File: src/rtl/imem_loader.sv
// Boot loader: framed byte stream into byte-wide instruction memory, CPU held in reset until done.
// Optional trailing checksum byte enabled with `define IMEM_LOADER_CHECKSUM_EN.
module imem_loader #(
  parameter int ADDR_W = 12,
  parameter int DATA_W = 8
) (
  input  logic              clk,
  input  logic              rst,
  input  logic              start_i,
  input  logic [DATA_W-1:0] byte_i,
  input  logic              byte_valid_i,
  output logic              byte_ready_o,
  output logic              mem_we_o,
  output logic [ADDR_W-1:0] mem_addr_o,
  output logic [DATA_W-1:0] mem_wdata_o,
  output logic [31:0]       word_o,
  output logic              word_valid_o,
  output logic              busy_o,
  output logic              done_o,
  output logic              err_o,
  output logic              cpu_rst_o
);

  localparam int CW = ADDR_W + 1;
  localparam logic [16:0] CAP = 17'(2 ** ADDR_W);

  typedef enum logic [2:0] {
    S_IDLE,
    S_LEN0,
    S_LEN1,
    S_LOAD,
    S_DONE,
    S_ERR
`ifdef IMEM_LOADER_CHECKSUM_EN
    , S_CSUM
`endif
  } state_t;

  state_t r_state;
  state_t w_state_nx;

  logic [15:0]       r_len;
  logic [CW-1:0]     r_cnt;
  logic              r_we;
  logic [ADDR_W-1:0] r_addr;
  logic [DATA_W-1:0] r_wdata;
  logic [23:0]       r_shift;
  logic [31:0]       r_word;
  logic              r_wv;
`ifdef IMEM_LOADER_CHECKSUM_EN
  logic [7:0]        r_sum;
`endif

  logic          w_acc;
  logic [15:0]   w_n;
  logic          w_len_bad;
  logic [CW-1:0] w_cnt_nx;
  logic          w_last;

  assign w_acc     = byte_valid_i & byte_ready_o;
  assign w_n       = {byte_i[7:0], r_len[7:0]};
  assign w_len_bad = ({1'b0, w_n} > CAP) || (w_n[1:0] != 2'b00);
  assign w_cnt_nx  = r_cnt + 1'b1;
  // N <= 2^ADDR_W is enforced up front, so the count never wraps
  assign w_last    = ({{(16-CW){1'b0}}, w_cnt_nx} == r_len);

  always_ff @(posedge clk) begin
    if (rst) r_state <= S_IDLE;
    else     r_state <= w_state_nx;
  end

  always_comb begin
    w_state_nx = r_state;
    unique case (r_state)
      S_IDLE, S_DONE, S_ERR:
        if (start_i) w_state_nx = S_LEN0;
      S_LEN0:
        if (w_acc) w_state_nx = S_LEN1;
      S_LEN1:
        if (w_acc) begin
          if (w_n == 16'd0)   w_state_nx = S_DONE;
          else if (w_len_bad) w_state_nx = S_ERR;
          else                w_state_nx = S_LOAD;
        end
      S_LOAD:
        if (w_acc && w_last) begin
`ifdef IMEM_LOADER_CHECKSUM_EN
          w_state_nx = S_CSUM;
`else
          w_state_nx = S_DONE;
`endif
        end
`ifdef IMEM_LOADER_CHECKSUM_EN
      S_CSUM:
        if (w_acc) begin
          if (8'(r_sum + byte_i[7:0]) == 8'd0) w_state_nx = S_DONE;
          else                                 w_state_nx = S_ERR;
        end
`endif
      default: w_state_nx = S_IDLE;
    endcase
  end

  always_comb begin
    byte_ready_o = 1'b0;
    unique case (r_state)
      S_LEN0, S_LEN1, S_LOAD: byte_ready_o = 1'b1;
`ifdef IMEM_LOADER_CHECKSUM_EN
      S_CSUM: byte_ready_o = 1'b1;
`endif
      default: byte_ready_o = 1'b0;
    endcase
  end

  assign busy_o    = byte_ready_o;
  assign done_o    = (r_state == S_DONE);
  assign err_o     = (r_state == S_ERR);
  assign cpu_rst_o = (r_state != S_DONE);

  always_ff @(posedge clk) begin
    if (rst) begin
      r_len   <= '0;
      r_cnt   <= '0;
      r_we    <= 1'b0;
      r_addr  <= '0;
      r_wdata <= '0;
      r_shift <= '0;
      r_word  <= '0;
      r_wv    <= 1'b0;
`ifdef IMEM_LOADER_CHECKSUM_EN
      r_sum   <= '0;
`endif
    end else begin
      r_we <= 1'b0;
      r_wv <= 1'b0;
      if (r_state == S_LEN0 && w_acc)
        r_len[7:0] <= byte_i[7:0];
      if (r_state == S_LEN1 && w_acc) begin
        r_len[15:8] <= byte_i[7:0];
        r_cnt       <= '0;
`ifdef IMEM_LOADER_CHECKSUM_EN
        r_sum       <= '0;
`endif
      end
      if (r_state == S_LOAD && w_acc) begin
        r_we    <= 1'b1;
        r_addr  <= r_cnt[ADDR_W-1:0];
        r_wdata <= byte_i;
        r_cnt   <= w_cnt_nx;
`ifdef IMEM_LOADER_CHECKSUM_EN
        r_sum   <= r_sum + byte_i[7:0];
`endif
        unique case (r_cnt[1:0])
          2'd0: r_shift[7:0]   <= byte_i[7:0];
          2'd1: r_shift[15:8]  <= byte_i[7:0];
          2'd2: r_shift[23:16] <= byte_i[7:0];
          default: begin
            r_word <= {byte_i[7:0], r_shift};
            r_wv   <= 1'b1;
          end
        endcase
      end
    end
  end

  assign mem_we_o     = r_we;
  assign mem_addr_o   = r_addr;
  assign mem_wdata_o  = r_wdata;
  assign word_o       = r_word;
  assign word_valid_o = r_wv;

endmodule
File: config.mk
export PLATFORM = sky130hd
export DESIGN_NAME = imem_loader
export DESIGN_NICKNAME = d
export VERILOG_FILES = /design/src/rtl/imem_loader.sv
export SDC_FILE = /design/constraint.sdc
export NUM_CORES = 1
export LEC_CHECK = 0
export CORE_ASPECT_RATIO = 1.4
export CORE_MARGIN = 1.5
export CORE_UTILIZATION = 40
export DETAILED_ROUTE_END_ITERATION = 8
export PLACE_DENSITY = 0.6
export SYNTH_ARGS = -nofsm -noshare
export SYNTH_HDL_FRONTEND = slang
export SYNTH_SLANG_ARGS = --single-unit
File: constraint.sdc
create_clock -name clk -period 3.89 [get_ports clk]
set_clock_uncertainty 0.1 [all_clocks]
set_input_delay 0.778 -clock clk [delete_from_list [all_inputs] [get_ports clk]]
set_output_delay 0.778 -clock clk [all_outputs]
set_load 0.01 [all_outputs]
-- Word-level counts from Yosys, hierarchy flattened
Index checks and enable logic that the tools add are counted.
- bits in registers: 110
- bits in latches: 0
- bits in writable memories: 0
- memory bits (read-only): 0
- input bits: 12
- output and inout port bits: 59
- memories: 0
- $add $sub $neg: 1
- multiply operators: 0
- div/mod/pow operators: 0
- magnitude comparators: 1
- eq/ne operators: 13
- shift-type cells: 0
- mux-type cells: 12
- bitwise operators: 3
- reductions and logical operators: 19
- operators with widths (operator ; count):
    two-way mux 13 bit ; 2
    two-way mux 3 bit ; 6
    equality test 13 x 16 -> 1 bit ; 1
    greater-than comparator 16 x 13 -> 1 bit (second input constant) ; 1
    zero test 16 bit ; 1
    adder 13 x 1 -> 13 bit (second input constant) ; 1
    one-hot mux 3 bit (4 select lines) ; 1
    OR reduction 3 bit ; 3
    inequality test 2 bit (second input constant) ; 4
    AND reduction 2 bit ; 4
    equality test 3 x 2 -> 1 bit (second input constant) ; 2
    equality test 3 bit (second input constant) ; 2
    logical AND 1 bit ; 4
    AND reduction 4 bit ; 1
    nonzero test 2 bit ; 2
    equality test 3 x 1 -> 1 bit (second input constant) ; 1
    zero test 3 bit ; 1
    two-way mux 1 bit ; 3
    inequality test 3 bit (second input constant) ; 1
    equality test 2 x 1 -> 1 bit (second input constant) ; 1
    equality test 2 bit (second input constant) ; 1
    zero test 2 bit ; 1
    inverter 1 bit ; 2
    OR reduction 2 bit ; 1
    other kinds (2) ; 2

-- Logic depth before layout (Yosys ltp)
Gate-level depths: netlist of the first run.
- depth in word-level cells: 7
- depth in mapped cells: 8
- mapped depth without buffers: 8

-- Worst setup path after synthesis of the first run
No wires, ideal clock.
- path kind: input port to flip-flop
- start: in byte_valid_i
- end: reg r_state[0]
- setup time: 0.133 ns
- arrival: 2.191 ns
- slack: 1.466 ns
- stages on the path: 6
- path buffers: 1
- cells stage by stage: buf_2 -> or4b_2 -> nor4_1 -> nand4_1 -> and4bb_1 -> o22ai_1
- word-level cells in the longest chain between the ends: 4
- elaborated cells on any way between the ends: 6
- classes of those cells: eq/ne (3); bitwise (1); reduce/logical (2)
- RTL lines (element ; RTL line ; RTL):
    start: declaration ; 11 ; input logic byte_valid_i,
    bitwise AND 1 bit * ; 60 ; assign w_acc = byte_valid_i & byte_ready_o;
    logical AND 1 bit ; 86 ; if (w_acc && w_last) begin
    inequality test 2 bit (no source line) ; n/a ;
    AND reduction 4 bit (no source line) * ; n/a ;
    end signal: assignment ; 69 ; else r_state <= w_state_nx;
    end: declaration ; 39 ; state_t r_state;
Every way passes the cells marked *; elsewhere a longest branch is shown, timed or not.
A chain may end at the register's enable or synchronous reset.

-- Worst setup path after layout of the first run
Same ends and word-level chain as after synthesis.

==> flow_summary_export.csv, run 1 <==
group,metric,value,unit
clock_network,clk_pin_slew,0.07,ns
layout,nFillCells,1152,
routing,wl,12.05,mm
power_and_ir_drop,pwr-share-seq,50.1,%
clock_network,clock_latency,0.35,ns
setup_path,r2r_cells,6,
routing,wire_per_inst,15.47,um
clock_network,cts_tree,"yes",
setup_path,critPathRequiredTime,4.01,ns
synthesis,synth-seq-cells,110,
placement,place_worst_setup_slack,0.8336,ns
layout,multi_input_comb_area,0.002125,mm2
timing,fin_crit_sh,70.68,%
clock_network,clk_path_buf_depth,2,
global_route,top_usage_layer,"met2",
timing,setup-tns-final,0,ns
layout,n_antenna_cell,0,
synthesis,yosysMostFrequentCell,"nand2_1",
global_route,grt_antenna_before_repair,0,
power_and_ir_drop,p_int,1.786,mW
synthesis,synth_edf_count,0,
clock_network,cts.sinks,110,
placement,dpl.hpwl,8.239,mm
power_and_ir_drop,power_density,411.2,mW/mm2
timing,worst_slew_pin_slew,0.8561,ns
clock_network,cts_setup_buffers,0,
power_and_ir_drop,p_sw,0.5307,mW
setup_path,r2r_end,"r_state[0]",
clock_network,cts_hold_buf,0,
synthesis,yosys-top-cells-count,"nand2_1, dfxtp_1, a21oi_1",
global_route,grt_pass1_vias,3894,
global_route,met1_usage,23.24,%
routing,drcViolationCount,0,
setup_path,start_kind,"input pin",
setup_path,cp-startpoint,"byte_valid_i",
clock_network,cts-root-buf,"clkbuf_16",
global_route,use_met2,34.95,%
clock_network,htreeDepth,3,
routing,first_pass_iters,4,
global_route,grt_pass1_wl,18.99,mm
power_and_ir_drop,total_power,2.316,mW
synthesis,synth_area_leaders,"dfxtp_1, nand2_1, a21oi_1",
synthesis,synth.distinct_cells,46,
setup_path,critPathMaxFanout,10,
setup_path,crit_type,"input pin to register",
layout,area_growth,22.17,%
timing,slew_viol_final,0,
timing,max_freq,0.3637,GHz
setup_path,crit_arrival,2.87,ns
hold_path,hold_class,"register to register",
global_route,met3_usage,3.788,%
synthesis,async_flop_share,0,%
routing,via_per_inst,5.320,
timing,rsz0062_at_grt,"no",
timing,slew_headroom,42.77,%
layout,seqCellArea,0.002202,mm2
timing,finalHoldViolations,0,
layout,drive_gt1_share,5.354,%
synthesis,synth_top_area_share,47.76,%
power_and_ir_drop,p_leak,1.878,nW
power_and_ir_drop,ir_worst_vdd,0.0002436,V
synthesis,ys_seq_area_share,47.76,%
setup_path,endpoint,"r_state[0]",
floorplan,start_util,40.87,%
timing,setup_viol,0,
global_route,grt_max_degree,73,
global_route,grt_usage,20.06,%
setup_path,r2r_start,"r_cnt[0]",
floorplan,die_x,93.74,um
setup_path,end_kind,"register",
global_route,overflow,0,
synthesis,yosysTopAreaCell,"dfxtp_1",
synthesis,synth_warnings,0,
floorplan,rows,46,
routing,drt_iter0_markers,223,
job,cap_violations,0,
floorplan,die_area,0.01219,mm2
timing,fin_ws,1.140,ns
routing,ant_nets,0,
power_and_ir_drop,switching_share,22.91,%
synthesis,synth.avg_cell_area,7.801,um2
clock_network,cts_resized,0,
placement,place.gp.congestion,0.8687,
layout,fin_nets,647,
floorplan,core-area,0.01128,mm2
timing,period_minus_slack,2.750,ns
setup_path,reg2reg_slack,1.31,ns
synthesis,synth_ff_type,"dfxtp_1",
synthesis,syn_area,0.004611,mm2
placement,port_buffers,70,
power_and_ir_drop,clock_power_share,42.9,%
power_and_ir_drop,comb_power_share,7.0,%
floorplan,fp.dieH,130.0,um
floorplan,num_io_pins,71,
synthesis,syn_inst,591,
clock_network,numCtsBuffers,9,
synthesis,synth_nets,608,
outcome,status,"finished, final reports clean",
routing,via_count,4144,
timing,worst_hold_slack,0.3545,ns
[stage by stage]
stage | util [%] | std cells | area, um2
2_1_floorplan | - | 591 | 4611
3_3_place_gp | 47.05 | 763 | 5308
3_5_place_dp | 47.05 | 763 | 5308
4_1_cts | 49.93 | 779 | 5633
5_1_grt | 49.93 | 779 | 5633
6_report | 49.93 | 779 | 5633
[power by group through the flow]
| stage | sequential, mW | combinational (mW) | clock [mW] |
|---|---|---|---|
| floorplan | 1.18 | 0.117 | 0 |
| global route | 1.16 | 0.175 | 1.05 |
| global placement | 1.19 | 0.158 | 0 |
| detailed placement | 1.19 | 0.160 | 0 |
| CTS | 1.16 | 0.161 | 1.01 |
| finish | 1.16 | 0.161 | 0.994 |
[cell usage in the layout (no fill, tap or decap), types with 4 or more instances in the layout]
master,netlist,layout
a21oi_1,100,100
and3_1,5,5
buf_4,3,11
clkbuf_16,0,9
clkdlybuf4s50_1,0,69
dfxtp_1,110,110
ha_1,5,5
inv_1,5,5
nand2_1,173,173
nand3_1,34,34
nand4_1,4,4
nor2_1,14,14
nor4_1,6,6
o21ai_0,18,18
xnor2_1,12,12
xor2_1,8,8
[worst max-delay path, cell delays in order]
cell,delay (ns)
clkdlybuf4s50_1,0.64
or4b_2,0.64
nor4_1,0.25
nand4_1,0.16
and4bb_1,0.31
o22ai_1,0.08
[area by class of cell]
class / count / area share, %
clock buffers: 11 / 4.309
flip-flops and latches: 110 / 39.09
well taps: 144 / 3.199
multi-input cells: 422 / 37.72
repair buffers: 81 / 13.82
inverters: 6 / 0.3998
clock inverters: 5 / 1.466
[sequential cells by signal (all words and copies together) (netlist names)]
signal,cells
mem_wdata_o,8
mem_addr_o,12
r_cnt,13
r_len,16
mem_we_o,1
word_o,32
r_shift,24
word_valid_o,1
r_state,3
[routing by layer]
layer / vias to the layer above / wire [um]
met1: 1938 / 4943
met3: 27 / 550
met2: 119 / 6220
li1: 2060 / -
met5: - / 0
met4: 0 / 337
[cell families (layout without fill, tap and decap cells)]
group	after synthesis	in the layout	synth area share (%)
simple gates	258	258	24.53
buf+inv	59	103	6.160
xor+xnor	20	20	3.799
fa+ha+maj	5	5	1.357
compound gates	139	139	16.39
flops	110	110	47.76
[worst min path at each step]
stage,depth (start not counted),end,slack [ns],start
floorplan,2,r_len[15],0.33,r_len[15]
global placement,2,word_o[5],0.34,r_shift[5]
detailed placement,2,r_shift[14],0.35,r_shift[14]
CTS,2,word_o[4],0.36,r_shift[4]
global route,2,word_o[10],0.37,r_shift[10]
finish,2,word_o[4],0.35,r_shift[4]
No activity file was read; power rests on OpenSTA's default activity.
==> inputs of run 2 (changes only) <==
- PLACE_DENSITY: 0.6 -> 0.63
- clock period: 3.89 -> 2.42 ns (I/O delays scaled with it)
==> run 2 against run 1 <==
Final area is 3.8% higher. Critical path type is now register to output port. Non-clock buffer count grew 26. Worst hold slack worse by 0.0013 ns. Highest routed layer unchanged. Utilization is 1.9 points higher. Clock-buffer cell count is 1 lower. Critical endpoint is now byte_ready_o. Routed wire length increased by 1.1%. Worst setup slack got worse by 0.99 ns. First-iteration DRC count increased by 0.90%. Largest power group unchanged.
==> flow_summary_export.csv, run 2 (synthesis results as in run 1) <==
group,metric,value,unit
outcome,status,"finished, final reports clean",
setup_path,critPathMaxFanout,12,
routing,drt_iter0_markers,225,
timing,worst_hold_slack,0.3532,ns
timing,finalHoldViolations,0,
power_and_ir_drop,switching_share,22.67,%
layout,final_cell_mix,"nand2_1, dfxtp_1, a21oi_1, clkdlybuf4s50_1, buf_4",
global_route,grt_pass1_wl,19.51,mm
setup_path,slowest_stage,"dfxtp_1",
clock_network,cts_tree,"yes",
power_and_ir_drop,power_density,637.7,mW/mm2
placement,place.gp.congestion,0.9040,
routing,via_count,4226,
timing,worst_slew_pin_slew,0.5208,ns
floorplan,core-area,0.01128,mm2
setup_path,cp_top_family,"flip-flops",
layout,fin_cells,804,
placement,dpl.hpwl,8.729,mm
layout,design_area,0.005849,mm2
setup_path,crit_type,"register to output port",
routing,drcViolationCount,0,
layout,n_antenna_cell,0,
placement,place_area,0.005528,mm2
timing,slew_viol_final,0,
timing,max_freq,0.4405,GHz
placement,dp_cells,789,
clock_network,htreeDepth,3,
setup_path,crit_buf_inv,1,
clock_network,clock_latency,0.34,ns
clock_network,cts-root-buf,"clkbuf_16",
timing,rsz0062_at_grt,"no",
setup_path,crit_path_cell_trace,"o21ba_2 > clkdlybuf4s50_1",
setup_path,critPathRequiredTime,1.84,ns
setup_path,crit_arrival,1.69,ns
power_and_ir_drop,total_power,3.730,mW
floorplan,start_util,40.87,%
layout,drive_gt1_share,9.242,%
floorplan,fp.dieH,130.0,um
routing,wl,12.18,mm
clock_network,clk_pin_slew,0.07,ns
global_route,grt_usage,20.55,%
floorplan,die_x,93.74,um
setup_path,r2r_start,"r_cnt[1]",
hold_path,hold_class,"register to register",
layout,nFillCells,1108,
routing,wire_per_inst,15.15,um
power_and_ir_drop,p_sw,0.8458,mW
layout,area_growth,26.87,%
job,cap_violations,0,
timing,fin_ws,0.1500,ns
layout,layout_commonest_cell,"nand2_1",
routing,first_pass_iters,4,
layout,largest_register_ffs,32,
setup_path,slowest_delay,0.56,ns
setup_path,cp-startpoint,"r_state[0]",
timing,period_minus_slack,2.270,ns
routing,ant_nets,0,
power_and_ir_drop,pwr-share-seq,49.8,%
power_and_ir_drop,p_int,2.885,mW
layout,utilization,51.85,%
global_route,overflow,0,
timing,setup_viol,0,
global_route,grt_max_degree,95,
clock_network,cts.sinks,110,
clock_network,clk_path_buf_depth,2,
timing,setup-tns-final,0,ns
floorplan,die_area,0.01219,mm2
timing,fin_crit_sh,93.80,%
clock_network,numCtsBuffers,9,
setup_path,start_kind,"register",
clock_network,cts_setup_buffers,0,
global_route,grt_pass1_vias,4024,
power_and_ir_drop,p_leak,2.025,nW
hold_path,hold_start,"mem_addr_o[4]",
power_and_ir_drop,comb_power_share,7.8,%
layout,fin_nets,673,
power_and_ir_drop,ir_worst_vdd,0.0003400,V
floorplan,num_io_pins,71,
placement,place_worst_setup_slack,-0.1192,ns
setup_path,end_kind,"output port",
timing,slew_headroom,64.84,%
routing,via_per_inst,5.256,
placement,port_buffers,70,
floorplan,rows,46,
power_and_ir_drop,clock_power_share,42.4,%
global_route,grt_antenna_before_repair,0,
[run 2: layer usage]
metal | vias to the layer above | track usage [%] | share of wire [%]
met5 | - | 0 | 0
met2 | 127 | 36.96 | 51
met4 | 0 | 8.692 | 2.8
met1 | 1963 | 23.71 | 41
li1 | 2108 | - | -
met3 | 28 | 3.788 | 5.1
[run 2: area by class of cell]
| cell class | instances | area (um2) | share of cell area [%] |
|---|---|---|---|
| timing repair buffer | 107 | 998.5 | 17.07 |
| sequential | 110 | 2203 | 37.67 |
| clock inverter | 5 | 81.33 | 1.390 |
| clock buffer | 10 | 239.0 | 4.086 |
| multi-input combinational | 422 | 2125 | 36.32 |
| inverter | 6 | 22.52 | 0.3850 |
| tap | 144 | 180.2 | 3.080 |
[run 2: worst reg2reg max path: stages (launching register included)]
cell,delay (ns)
dfxtp_1,0.46
and4_1,0.36
nand2_4,0.06
or4_1,0.53
a22o_1,0.27
and4bb_1,0.29
o22ai_1,0.08
[run 2: worst paths after layout]
check	endpoint	slack [ns]	depth (start not counted)
max	byte_ready_o	0.15	2
min	mem_addr_o[4]	0.35	2
max reg2reg	r_state[0]	0.16	6
min reg2reg	mem_addr_o[4]	0.35	2
[run 2: power by group through the flow]
stage | Sequential [mW] | Combinational (mW) | Clock [mW]
floorplan | 1.89 | 0.189 | 0
global placement | 1.90 | 0.285 | 0
detailed placement | 1.90 | 0.287 | 0
CTS | 1.86 | 0.289 | 1.61
global route | 1.86 | 0.315 | 1.68
finish | 1.86 | 0.290 | 1.58
[run 2: repair_timing]
| action | in CTS | in global routing |
|---|---|---|
| setup endpoints to repair | 0 | 2 |
| gates resized for setup | 0 | 1 |
| hold buffers | 0 | 0 |
